**src/rtl/event_counter.sv**
```systemverilog
// -----------------------------------------------------------------------------
// event_counter
//
// Up/down event counter for game counters such as flag count, mine count and
// timer digits. It counts rising edges of event_in in the clk domain. The upper
// limit is set at runtime. At a bound the counter either wraps or saturates,
// depending on the WRAP parameter. It also supports a synchronous clear and a
// synchronous load.
//
// When a step hits a bound, tc pulses for one cycle. Cascaded digits use this
// pulse to carry into the next digit.
//
// Parameters
//   DATA_SIZE : width of the counter, the limit and the load value
//   WRAP      : 1 = wrap at the bounds (max->0 counting up, 0->max counting
//               down); 0 = saturate at the bounds
//
// Ports
//   clk       in   system clock; all state changes on posedge clk
//   rst_n     in   asynchronous active-low reset
//   en        in   count enable; edges seen while en=0 are dropped
//   event_in  in   event strobe (level); one count per rising edge
//   dir       in   1 = count up, 0 = count down; sampled with the step
//   clr       in   synchronous clear to 0 (highest priority)
//   load      in   synchronous load of load_val (clamped to max)
//   load_val  in   load value
//   max       in   inclusive upper limit
//   ctr_out   out  counter value (registered)
//   tc        out  one-cycle pulse after each step that hits a bound
//   at_max    out  ctr_out >= max (combinational)
//   at_zero   out  ctr_out == 0 (combinational)
//
// Configuration macro
//   EVENT_COUNTER_SYNC_EN : when defined, event_in passes through a two-flop
//   synchroniser before the edge detector. This makes asynchronous sources
//   such as buttons safe. The latency from the event_in rise to the ctr_out
//   change becomes 3 clocks. When the macro is undefined, event_in must be
//   synchronous to clk and the latency is 1 clock.
// -----------------------------------------------------------------------------
module event_counter #(
    parameter int unsigned DATA_SIZE = 5,
    parameter bit          WRAP      = 1'b1
) (
    input  logic                 clk,
    input  logic                 rst_n,
    input  logic                 en,
    input  logic                 event_in,
    input  logic                 dir,
    input  logic                 clr,
    input  logic                 load,
    input  logic [DATA_SIZE-1:0] load_val,
    input  logic [DATA_SIZE-1:0] max,
    output logic [DATA_SIZE-1:0] ctr_out,
    output logic                 tc,
    output logic                 at_max,
    output logic                 at_zero
);

    localparam logic [DATA_SIZE-1:0] ZERO = {DATA_SIZE{1'b0}};
    localparam logic [DATA_SIZE-1:0] ONE  = DATA_SIZE'(1'b1);

    logic                 ev_s;
    logic                 step_s;
    logic                 evt_q;
    logic [DATA_SIZE-1:0] ctr_q;
    logic [DATA_SIZE-1:0] ctr_d;
    logic                 tc_q;
    logic                 tc_d;

`ifdef EVENT_COUNTER_SYNC_EN
    logic sync1_q;
    logic sync2_q;

    // Two-flop synchroniser that brings an asynchronous event_in into clk.
    always_ff @(posedge clk or negedge rst_n) begin
        if (!rst_n) begin
            sync1_q <= 1'b0;
            sync2_q <= 1'b0;
        end else begin
            sync1_q <= event_in;
            sync2_q <= sync1_q;
        end
    end

    assign ev_s = sync2_q;
`else
    assign ev_s = event_in;
`endif

    // The edge register updates even while en=0. Because of this, a level
    // that is already high when the counter is re-enabled does not count.
    assign step_s = en & ev_s & ~evt_q;

    // Next-state logic. Priority is clr > load > step. A clear or a load
    // swallows any step in the same cycle, so tc stays low.
    always_comb begin
        ctr_d = ctr_q;
        tc_d  = 1'b0;
        if (clr) begin
            ctr_d = ZERO;
        end else if (load) begin
            if (load_val > max) begin
                ctr_d = max;
            end else begin
                ctr_d = load_val;
            end
        end else if (step_s) begin
            if (dir) begin
                // The ">= max" test also covers a limit lowered below the count.
                if (ctr_q < max) begin
                    ctr_d = ctr_q + ONE;
                end else begin
                    tc_d = 1'b1;
                    if (WRAP) begin
                        ctr_d = ZERO;
                    end else begin
                        ctr_d = max;
                    end
                end
            end else begin
                if (ctr_q != ZERO) begin
                    ctr_d = ctr_q - ONE;
                end else begin
                    tc_d = 1'b1;
                    if (WRAP) begin
                        ctr_d = max;
                    end else begin
                        ctr_d = ZERO;
                    end
                end
            end
        end else begin
            ctr_d = ctr_q;
        end
    end

    // State registers: counter, terminal-count pulse and edge history.
    always_ff @(posedge clk or negedge rst_n) begin
        if (!rst_n) begin
            ctr_q <= ZERO;
            tc_q  <= 1'b0;
            evt_q <= 1'b0;
        end else begin
            ctr_q <= ctr_d;
            tc_q  <= tc_d;
            evt_q <= ev_s;
        end
    end

    assign ctr_out = ctr_q;
    assign tc      = tc_q;
    assign at_max  = (ctr_q >= max);
    assign at_zero = (ctr_q == ZERO);

endmodule
```
**config.mk**
```make
export PLATFORM = sky130hd
export DESIGN_NAME = event_counter
export DESIGN_NICKNAME = d
export VERILOG_FILES = /design/src/rtl/event_counter.sv
export SDC_FILE = /design/constraint.sdc
export NUM_CORES = 1
export LEC_CHECK = 0
export ABC_AREA = 1
export BUFFER_PORTS_ARGS = -buffer_cell sky130_fd_sc_hd__buf_2
export CAP_MARGIN = 20
export CELL_PAD_IN_SITES_DETAIL_PLACEMENT = 0
export CELL_PAD_IN_SITES_GLOBAL_PLACEMENT = 1
export CORE_ASPECT_RATIO = 1.25
export CORE_MARGIN = 3
export CORE_UTILIZATION = 38
export CTS_CLUSTER_SIZE = 16
export DETAILED_ROUTE_END_ITERATION = 12
export PLACE_DENSITY_LB_ADDON = 0.15
export SYNTH_ARGS = -nofsm -noshare
export SYNTH_HDL_FRONTEND = slang
export SYNTH_SLANG_ARGS = --single-unit
export TNS_END_PERCENT = 1
```
**constraint.sdc**
```tcl
create_clock -name clk -period 2.2 [get_ports clk]
set_input_delay 0.11 -clock clk [delete_from_list [all_inputs] [get_ports clk]]
set_output_delay 0.11 -clock clk [all_outputs]
set_load 0.1 [all_outputs]
```
==> results of run 1 <==
-- cell families after synthesis --
| kind of cell | Yosys count | share of synthesized area, % |
|---|---|---|
| compound gates | 6 | 3.902 |
| xor+xnor | 1 | 0.9104 |
| fa+ha+maj | 12 | 15.60 |
| buf+inv | 26 | 12.74 |
| flops | 7 | 18.21 |
| simple gates | 100 | 48.64 |
-- routing by layer --
layer	wire [um]	track usage, %
met3	129	2.153
met2	1251	28.71
met4	34	6.061
met5	0	0
met1	1130	20.20
-- worst reg2reg max path, cell delays in order, from the launching register on --
cell and delay, ns:
dfrtp_2 0.50, ha_1 0.32, nand2_1 0.07, nand2_1 0.06
a21oi_2 0.30, nand4_1 0.15, nand2_1 0.10, nand3_1 0.11
nand2_1 0.08
-- where the power goes --
part           switching [W]  total [W]  internal (W)  leakage, nW
Sequential         0.0000321   0.000176      0.000144       0.0850
Clock              0.0000497   0.000119     0.0000694       0.0150
Combinational       0.000323   0.000438      0.000115        0.572
-- worst min-delay path by stage --
stage                       to  cells after the start  slack (ns)  start
floorplan           ctr_out[0]                      0       -0.19  rst_n
global placement            tc                      1       -0.05  rst_n
detailed placement  ctr_out[1]                      1       -0.04  rst_n
CTS                         tc                      4        0.16    clr
global route                tc                      4        0.19    clr
finish                      tc                      4        0.17    clr
-- area by class of cell --
class / instances / area, um2
tap: 31 / 38.79
sequential: 7 / 180.2
timing repair buffer: 26 / 142.6
inverter: 23 / 88.84
clock buffer: 4 / 26.28
multi-input combinational: 119 / 669.4
fill: 251 / 1160
-- timing repair --
action / in CTS / in global routing
resized for setup: 0 / 1
hold buffers: 2 / 0
endpoints found under the setup margin: 0 / 1
buffers inserted: 0 / 0
endpoints found under the hold margin: 8 / 0
-- metrics by stage --
step | total power (W) | setup WS (ns)
final | 0.0007326 | 0.1893
after global routing | 0.0007881 | 0.07448
after CTS | 0.0007355 | 0.1146
after detailed placement | 0.0006120 | 0.3957
after global placement | 0.0006111 | 0.4456
after floorplan | 0.0005279 | -0.01503
-- registers in the layout, indices dropped and copies added (netlist names) --
name	count
tc	1
ctr_out	5
evt_q	1
-- cell usage in the layout (no fill, tap or decap) --
cell type	n
a21oi_1	2
ha_1	12
xor2_1	1
dfrtp_2	4
nor3b_1	1
inv_4	1
nand3_2	2
nand3_4	1
nor2_2	1
dlygate4sd3_1	2
buf_2	23
a21oi_2	2
nand4_1	10
nand3_1	22
inv_2	2
dfrtp_1	3
clkbuf_1	1
nor2_4	1
nand2_2	2
nor2_1	8
inv_1	20
nand2_1	52
o21ai_1	2
clkbuf_4	4
==> key figures, run 1 <==
Setup path
  • Req. time, crit path: 2.09 ns
  • CP endpoint: at_max
  • Worst setup path class: reg2out
  • Crit path max fanout: 12
  • Worst-path cell chain: ha_1 > nand2_1 > nand2_1 > a21oi_2 > nand3_2 > clkbuf_4
  • Worst flop-to-flop path startpoint: ctr_out[2]
  • Critical path depth in cells: 6
  • Kind of cell adding the most delay to the critical path: flip-flops
  • Worst path slowest cell: dfrtp_2
  • R2R cell count: 8
  • CP max stage delay: 0.50 ns
  • Critical Path AT: 1.90 ns
  • Critical Path Sink Type: primary output
  • RR Endpoint: ctr_out[4]
  • Most used cell along the critical path: nand2_1
  • Critical path origin: ctr_out[2]
  • Reg2Reg Setup Slack: 0.45 ns
  • Bufs and invs on worst path: 1
  • CP Launch Type: register

GRT
  • Number of global-route vias before repair: 989
  • Initial antenna violation count: 0
  • Pin count of the biggest net entering global routing: 13
  • GR Util All Layers: 16.55%
  • Grt total ovfl: 0
  • First-pass GRT wire length: 4222 um

Detailed routing
  • Wirelength per Cell: 12.12 um
  • Drt via density: 5.010
  • Pre-antenna DRT Iters: 4
  • ANT nets after route: 0
  • Total number of vias: 1052
  • DRC violations left: 0
  • Total Routed Length: 2545 um
  • DRT iter0 DRCs: 30

Synthesis
  • Top cells by count, synth: nand2_1, nand3_1, inv_1, ha_1, nand4_1
  • Share of synthesized registers carrying an async set or reset: 100.0%
  • Yosys warnings: 0
  • Post-synth top area share: 20.29%
  • Register area share after synthesis: 18.21%
  • Most used DFF post-synth: dfrtp_1
  • Area contributors post-synth: nand2_1, dfrtp_1, ha_1, nand3_1, inv_1
  • Syn avg cell area: 6.330 um2
  • Yosys top cell by area: nand2_1
  • Syn Inst Count: 152
  • Cell area after synthesis: 962.2 um2
  • Yosys cell types: 20
  • EDFF count, synth: 0
  • Synth Register Bits: 7
  • Net Count, Synth: 181
  • Most common cell in the synthesized netlist: nand2_1

Run status
  • Status: finished, final reports clean

STA
  • Post-Route Skew: 0.002717 ns
  • Max_slew headroom: 67.43%
  • Final setup vio count: 0
  • Endpoints failing hold: 0
  • Post-layout min period: 2.011 ns
  • Fmax: 497.3 MHz
  • Hold_ws: 0.1655 ns
  • TNS Setup: 0 ns
  • Period utilization: 91.40%
  • Worst slew pin tran: 0.4919 ns
  • Slew Viols, Final: 0
  • RSZ-0062 raised after global routing: false

Placement
  • Port bufs: 24
  • Placed Cells: 204
  • DP Area: 1097 um2
  • Routability cong.: 0.8470
  • Hpwl dp: 2150 um

Worst hold path
  • Hold/Removal Path Class: in2reg

Die
  • Core area: 2306 um2
  • I/O Pins: 25
  • DIE AREA: 3176 um2
  • Site Rows: 19
  • Die height: 62.26 um
  • Die width: 51.01 um
  • Starting Density: 41.73%

Cells and area
  • Share of post-route cells with drive strength above 1: 24.02%
  • # diodes: 0
  • Final core occ: 49.70%
  • Final Non-Filler Cells: 210
  • P&R area growth vs syn: 19.12%
  • Fin nets: 209
  • Final instance area: 1146 um2

Job
  • Maxcap violations: 0

Pwr
  • LEAKAGE: 0.6720 nW
  • Maximum VDD drop: 0.4282 mV
  • Power Density: 639.2 nW/um2

Clock tree
  • H-tree level count: 1
  • Clock Latency Late Sink: 0.25 ns
  • CTS Buf Count: 3
  • Sink Count: 7
  • Clk buf depth: 2
  • Clk slew on worst S/H paths: 0.06 ns
  • CTS tree: yes
  • Clock root buffer: clkbuf_4
Note: power is estimated with default switching activity, not from simulation.
==> run 2, diff against run 1 <==
Settings changed: SETUP_SLACK_MARGIN set to 0.2, SLEW_MARGIN set to 30.
==> key figures, run 2 (synthesis results as in run 1) <==
Run status
  • Status: finished, final reports clean

GRT
  • Grt total ovfl: 0
  • Number of global-route vias before repair: 949
  • Initial antenna violation count: 0
  • Pin count of the biggest net entering global routing: 13
  • GR Util All Layers: 16.03%
  • First-pass GRT wire length: 4022 um

Setup path
  • Worst-path cell chain: ha_1 > nand2_1 > nor2_1 > nand2_1 > nand3_4 > buf_6
  • Reg2Reg Setup Slack: 0.52 ns
  • CP Launch Type: register
  • Kind of cell adding the most delay to the critical path: simple AND/OR/NAND/NOR gates
  • Critical path origin: ctr_out[2]
  • CP max stage delay: 0.49 ns
  • Req. time, crit path: 2.09 ns
  • Most used cell along the critical path: nand2_1
  • Bufs and invs on worst path: 1
  • Worst path slowest cell: dfrtp_2
  • Critical Path AT: 1.80 ns
  • Worst flop-to-flop path startpoint: ctr_out[2]
  • Crit path max fanout: 12
  • Critical Path Sink Type: primary output
  • Worst setup path class: reg2out

Die
  • Starting Density: 41.73%
  • Site Rows: 19
  • Core area: 2306 um2
  • I/O Pins: 25
  • Die width: 51.01 um
  • Die height: 62.26 um
  • DIE AREA: 3176 um2

STA
  • Fmax: 522.9 MHz
  • Final setup vio count: 0
  • Post-Route Skew: 0.001496 ns
  • Worst slew pin tran: 0.4905 ns
  • Max_slew headroom: 67.53%
  • Post-layout min period: 1.912 ns
  • TNS Setup: 0 ns
  • RSZ-0062 raised after global routing: true
  • Hold_ws: 0.1542 ns
  • Slew Viols, Final: 0
  • Period utilization: 86.93%
  • Endpoints failing hold: 0
  • Final worst slack: 0.2876 ns

Clock tree
  • Clk slew on worst S/H paths: 0.05 ns
  • CTS tree: yes
  • Clk buf depth: 2
  • CTS Buf Count: 3
  • H-tree level count: 1
  • Sink Count: 7
  • Clock Latency Late Sink: 0.25 ns
  • Setup Buffers After CTS: 0
  • Clock root buffer: clkbuf_4

Pwr
  • Maximum VDD drop: 0.4893 mV
  • LEAKAGE: 0.6748 nW
  • Tot Pwr: 0.0007442 W
  • Power Density: 636.8 nW/um2

Cells and area
  • P&R area growth vs syn: 21.46%
  • # diodes: 0
  • Share of post-route cells with drive strength above 1: 24.58%
  • Number of flip-flops in the largest register: 5
  • Final core occ: 50.68%
  • Commonest non-fill, non-tap cell in the layout: nand2_1
  • Fin nets: 209
  • Most frequent cells in the layout: nand2_1, nand3_1, buf_2

Detailed routing
  • ANT nets after route: 0
  • Wirelength per Cell: 11.63 um
  • Total Routed Length: 2442 um
  • Drt via density: 4.952
  • Pre-antenna DRT Iters: 4
  • DRT iter0 DRCs: 25
  • Total number of vias: 1040
  • DRC violations left: 0

Placement
  • Hpwl dp: 2148 um
  • Routability cong.: 0.8453
  • Port bufs: 24
  • Dpl ws: 0.3652 ns

Worst hold path
  • Hold/Removal Path Class: in2reg
  • Worst hold start: clr

Job
  • Maxcap violations: 0
## run 2: repair_timing
item	in CTS	in global routing
endpoints found under the setup margin	1	2
hold buffers	2	0
resized for setup	1	3
gates cloned	0	0
hold endpoints to repair	8	0
## run 2: layout make-up
class / instances / area (um2)
clock buffers: 4 / 26.28
inverters: 23 / 88.84
flip-flops and latches: 7 / 181.4
well taps: 31 / 38.79
repair buffers: 26 / 148.9
fillers: 260 / 1137
multi-input cells: 119 / 684.4
## run 2: routing by layer
metal | global-route usage, % | vias to the layer above | share of wire, %
li1 | - | 555 | -
met1 | 19.79 | 458 | 44
met2 | 28.06 | 25 | 51
met3 | 1.914 | 2 | 4.4
met4 | 5.051 | 0 | 1.0
met5 | 0 | - | 0
## run 2: final timing paths
path	cells past startpoint	to
min in group asynchronous	2	ctr_out[3]
min	4	tc
min reg2reg	3	tc
max reg2reg	8	ctr_out[2]
max in group asynchronous	2	ctr_out[0]
max	6	at_max
## run 2: worst register-to-register path, cell delays in order (launching register included)
cell and delay [ns]:
dfrtp_2 0.49, ha_1 0.33, nand2_1 0.05, nor2_1 0.12
nand2_1 0.20, nand4_1 0.15, nand2_1 0.06, nand3_1 0.10
nand2_1 0.06
## run 2: power by group
group          switching [W]  internal (W)  total (W)
sequential         0.0000309      0.000144   0.000175
clock              0.0000460     0.0000691   0.000115
combinational       0.000329      0.000124   0.000454
total               0.000406      0.000338   0.000744
## run 2: per-stage QoR
| stage | area, um2 | instances |
|---|---|---|
| floorplan | 980.9 | 152 |
| global placement | 1106 | 204 |
| detailed placement | 1106 | 204 |
| CTS | 1155 | 210 |
| global route | 1169 | 210 |
| finish | 1169 | 210 |
==> run 3, diff against run 2 <==
Settings changed: CORE_UTILIZATION 38 to 34.
==> key figures, run 3 (synthesis results as in run 1) <==
Run status
  • Status: finished, final reports clean

STA
  • Post-Route Skew: 0.001380 ns
  • Worst slew pin tran: 0.4933 ns
  • Period utilization: 86.91%
  • Final setup vio count: 0
  • RSZ-0062 raised after global routing: true
  • Slew Viols, Final: 0
  • TNS Setup: 0 ns
  • Post-layout min period: 1.912 ns
  • Fmax: 523.0 MHz
  • Final worst slack: 0.2880 ns
  • Endpoints failing hold: 0
  • Max_slew headroom: 67.34%

Detailed routing
  • Drt via density: 5.033
  • DRT iter0 DRCs: 25
  • Total Routed Length: 2801 um
  • Pre-antenna DRT Iters: 4
  • ANT nets after route: 0
  • DRC violations left: 0
  • Wirelength per Cell: 13.21 um
  • Total number of vias: 1067

Die
  • I/O Pins: 25
  • Core area: 2552 um2
  • Starting Density: 37.70%
  • Die height: 65.48 um
  • DIE AREA: 3508 um2
  • Site Rows: 20
  • Die width: 53.58 um

Worst hold path
  • Worst hold start: clr
  • Hold EP: ctr_out[1]
  • Hold/Removal Path Class: in2reg
  • Hold depth: 4

Pwr
  • Sequential Power Share: 23.7%
  • LEAKAGE: 0.6775 nW
  • Switching part of the total power: 55.24%
  • Power Density: 639.0 nW/um2
  • Pint: 0.0003353 W
  • Comb power frac: 60.9%
  • Clock Power Share: 15.4%
  • NetSw: 0.0004138 W
  • Maximum VDD drop: 0.3533 mV

Setup path
  • R2R cell count: 8
  • Worst flop-to-flop path startpoint: ctr_out[2]
  • Critical Path AT: 1.80 ns
  • Crit path max fanout: 12
  • RR Endpoint: ctr_out[0]
  • Req. time, crit path: 2.09 ns
  • Reg2Reg Setup Slack: 0.50 ns
  • Worst setup path class: reg2out
  • CP Launch Type: register
  • Critical Path Sink Type: primary output

Cells and area
  • Number of flip-flops in the largest register: 5
  • Most frequent cells in the layout: nand2_1, nand3_1, buf_2
  • Final core occ: 45.93%
  • Commonest non-fill, non-tap cell in the layout: nand2_1
  • Fill cells: 289
  • # diodes: 0
  • P&R area growth vs syn: 21.85%
  • Fin nets: 209
  • Share of post-route cells with drive strength above 1: 25.14%

GRT
  • Met1 Resource Use GR: 19.19%
  • GR Util All Layers: 16.93%
  • GR Layer Usage met2: 33.13%
  • Initial antenna violation count: 0
  • Grt total ovfl: 0
  • First-pass GRT wire length: 4422 um
  • Pin count of the biggest net entering global routing: 13
  • Met3 Usage GRT: 0.6803%
  • GR peak layer: met2
  • Number of global-route vias before repair: 1003

Clock tree
  • H-tree level count: 1
  • Clock root buffer: clkbuf_4
  • Clk buf depth: 2
  • Setup Buffers After CTS: 0
  • CTS Buf Count: 3
  • Sink Count: 7
  • Clock Latency Late Sink: 0.25 ns
  • CTS tree: yes
  • Clk slew on worst S/H paths: 0.05 ns

Placement
  • Port bufs: 24
  • Dpl ws: 0.3660 ns
  • Hpwl dp: 2328 um
  • Routability cong.: 0.8100

Job
  • Maxcap violations: 0
run 3: cell type report:
cell class	instances	area (um2)	share of cell area, %
tap	33	41.29	3.522
multi-input combinational	119	684.4	58.38
clock inverter	1	5.005	0.4269
sequential	7	181.4	15.47
timing repair buffer	26	148.9	12.70
inverter	23	88.84	7.577
clock buffer	3	22.52	1.921
run 3: critical path: stages (launching register included):
cell,delay (ns)
dfrtp_2,0.50
ha_1,0.33
nand2_1,0.05
nor2_1,0.11
nand2_1,0.19
nand3_4,0.14
buf_6,0.22
run 3: through the flow:
stage	hold slack (ns)	area (um2)	instances	total power, W
after floorplan	-0.1856	980.9	152	0.0005323
after global placement	-0.03741	1109	206	0.0006209
after detailed placement	-0.04279	1109	206	0.0006236
after CTS	0.1641	1159	212	0.0007496
after global routing	0.1823	1172	212	0.0008059
final	0.1704	1172	212	0.0007492
run 3: how the worst max path moves through the flow:
stage,startpoint,to,slack (ns),cells after the start
after floorplan,ctr_out[0],ctr_out[2],0.26,9
after global placement,ctr_out[2],at_max,0.39,6
after detailed placement,ctr_out[2],at_max,0.37,6
after CTS,ctr_out[2],at_max,0.20,6
after global routing,ctr_out[2],at_max,0.18,6
final,ctr_out[2],at_max,0.29,6
run 3: power groups by stage:
stage | Clock (W) | Sequential (W) | Combinational [W]
after global routing | 0.000128 | 0.000181 | 0.000497
after detailed placement | 0 | 0.000180 | 0.000444
final | 0.000115 | 0.000178 | 0.000457
after CTS | 0.000122 | 0.000177 | 0.000451
after floorplan | 0 | 0.000255 | 0.000278
after global placement | 0 | 0.000179 | 0.000442
run 3: metal layers:
layer | vias up | part of all wire, %
met1 | 493 | 41
met5 | - | 0
met2 | 19 | 55
met4 | 0 | 0.18
met3 | 2 | 3.7
li1 | 553 | -
run 3: timing repair:
item                       4_1_cts  5_1_grt
hold buffers                     2        0
setup endpoints to repair        1        2
resized for setup                1        3
hold endpoints to repair         8        0
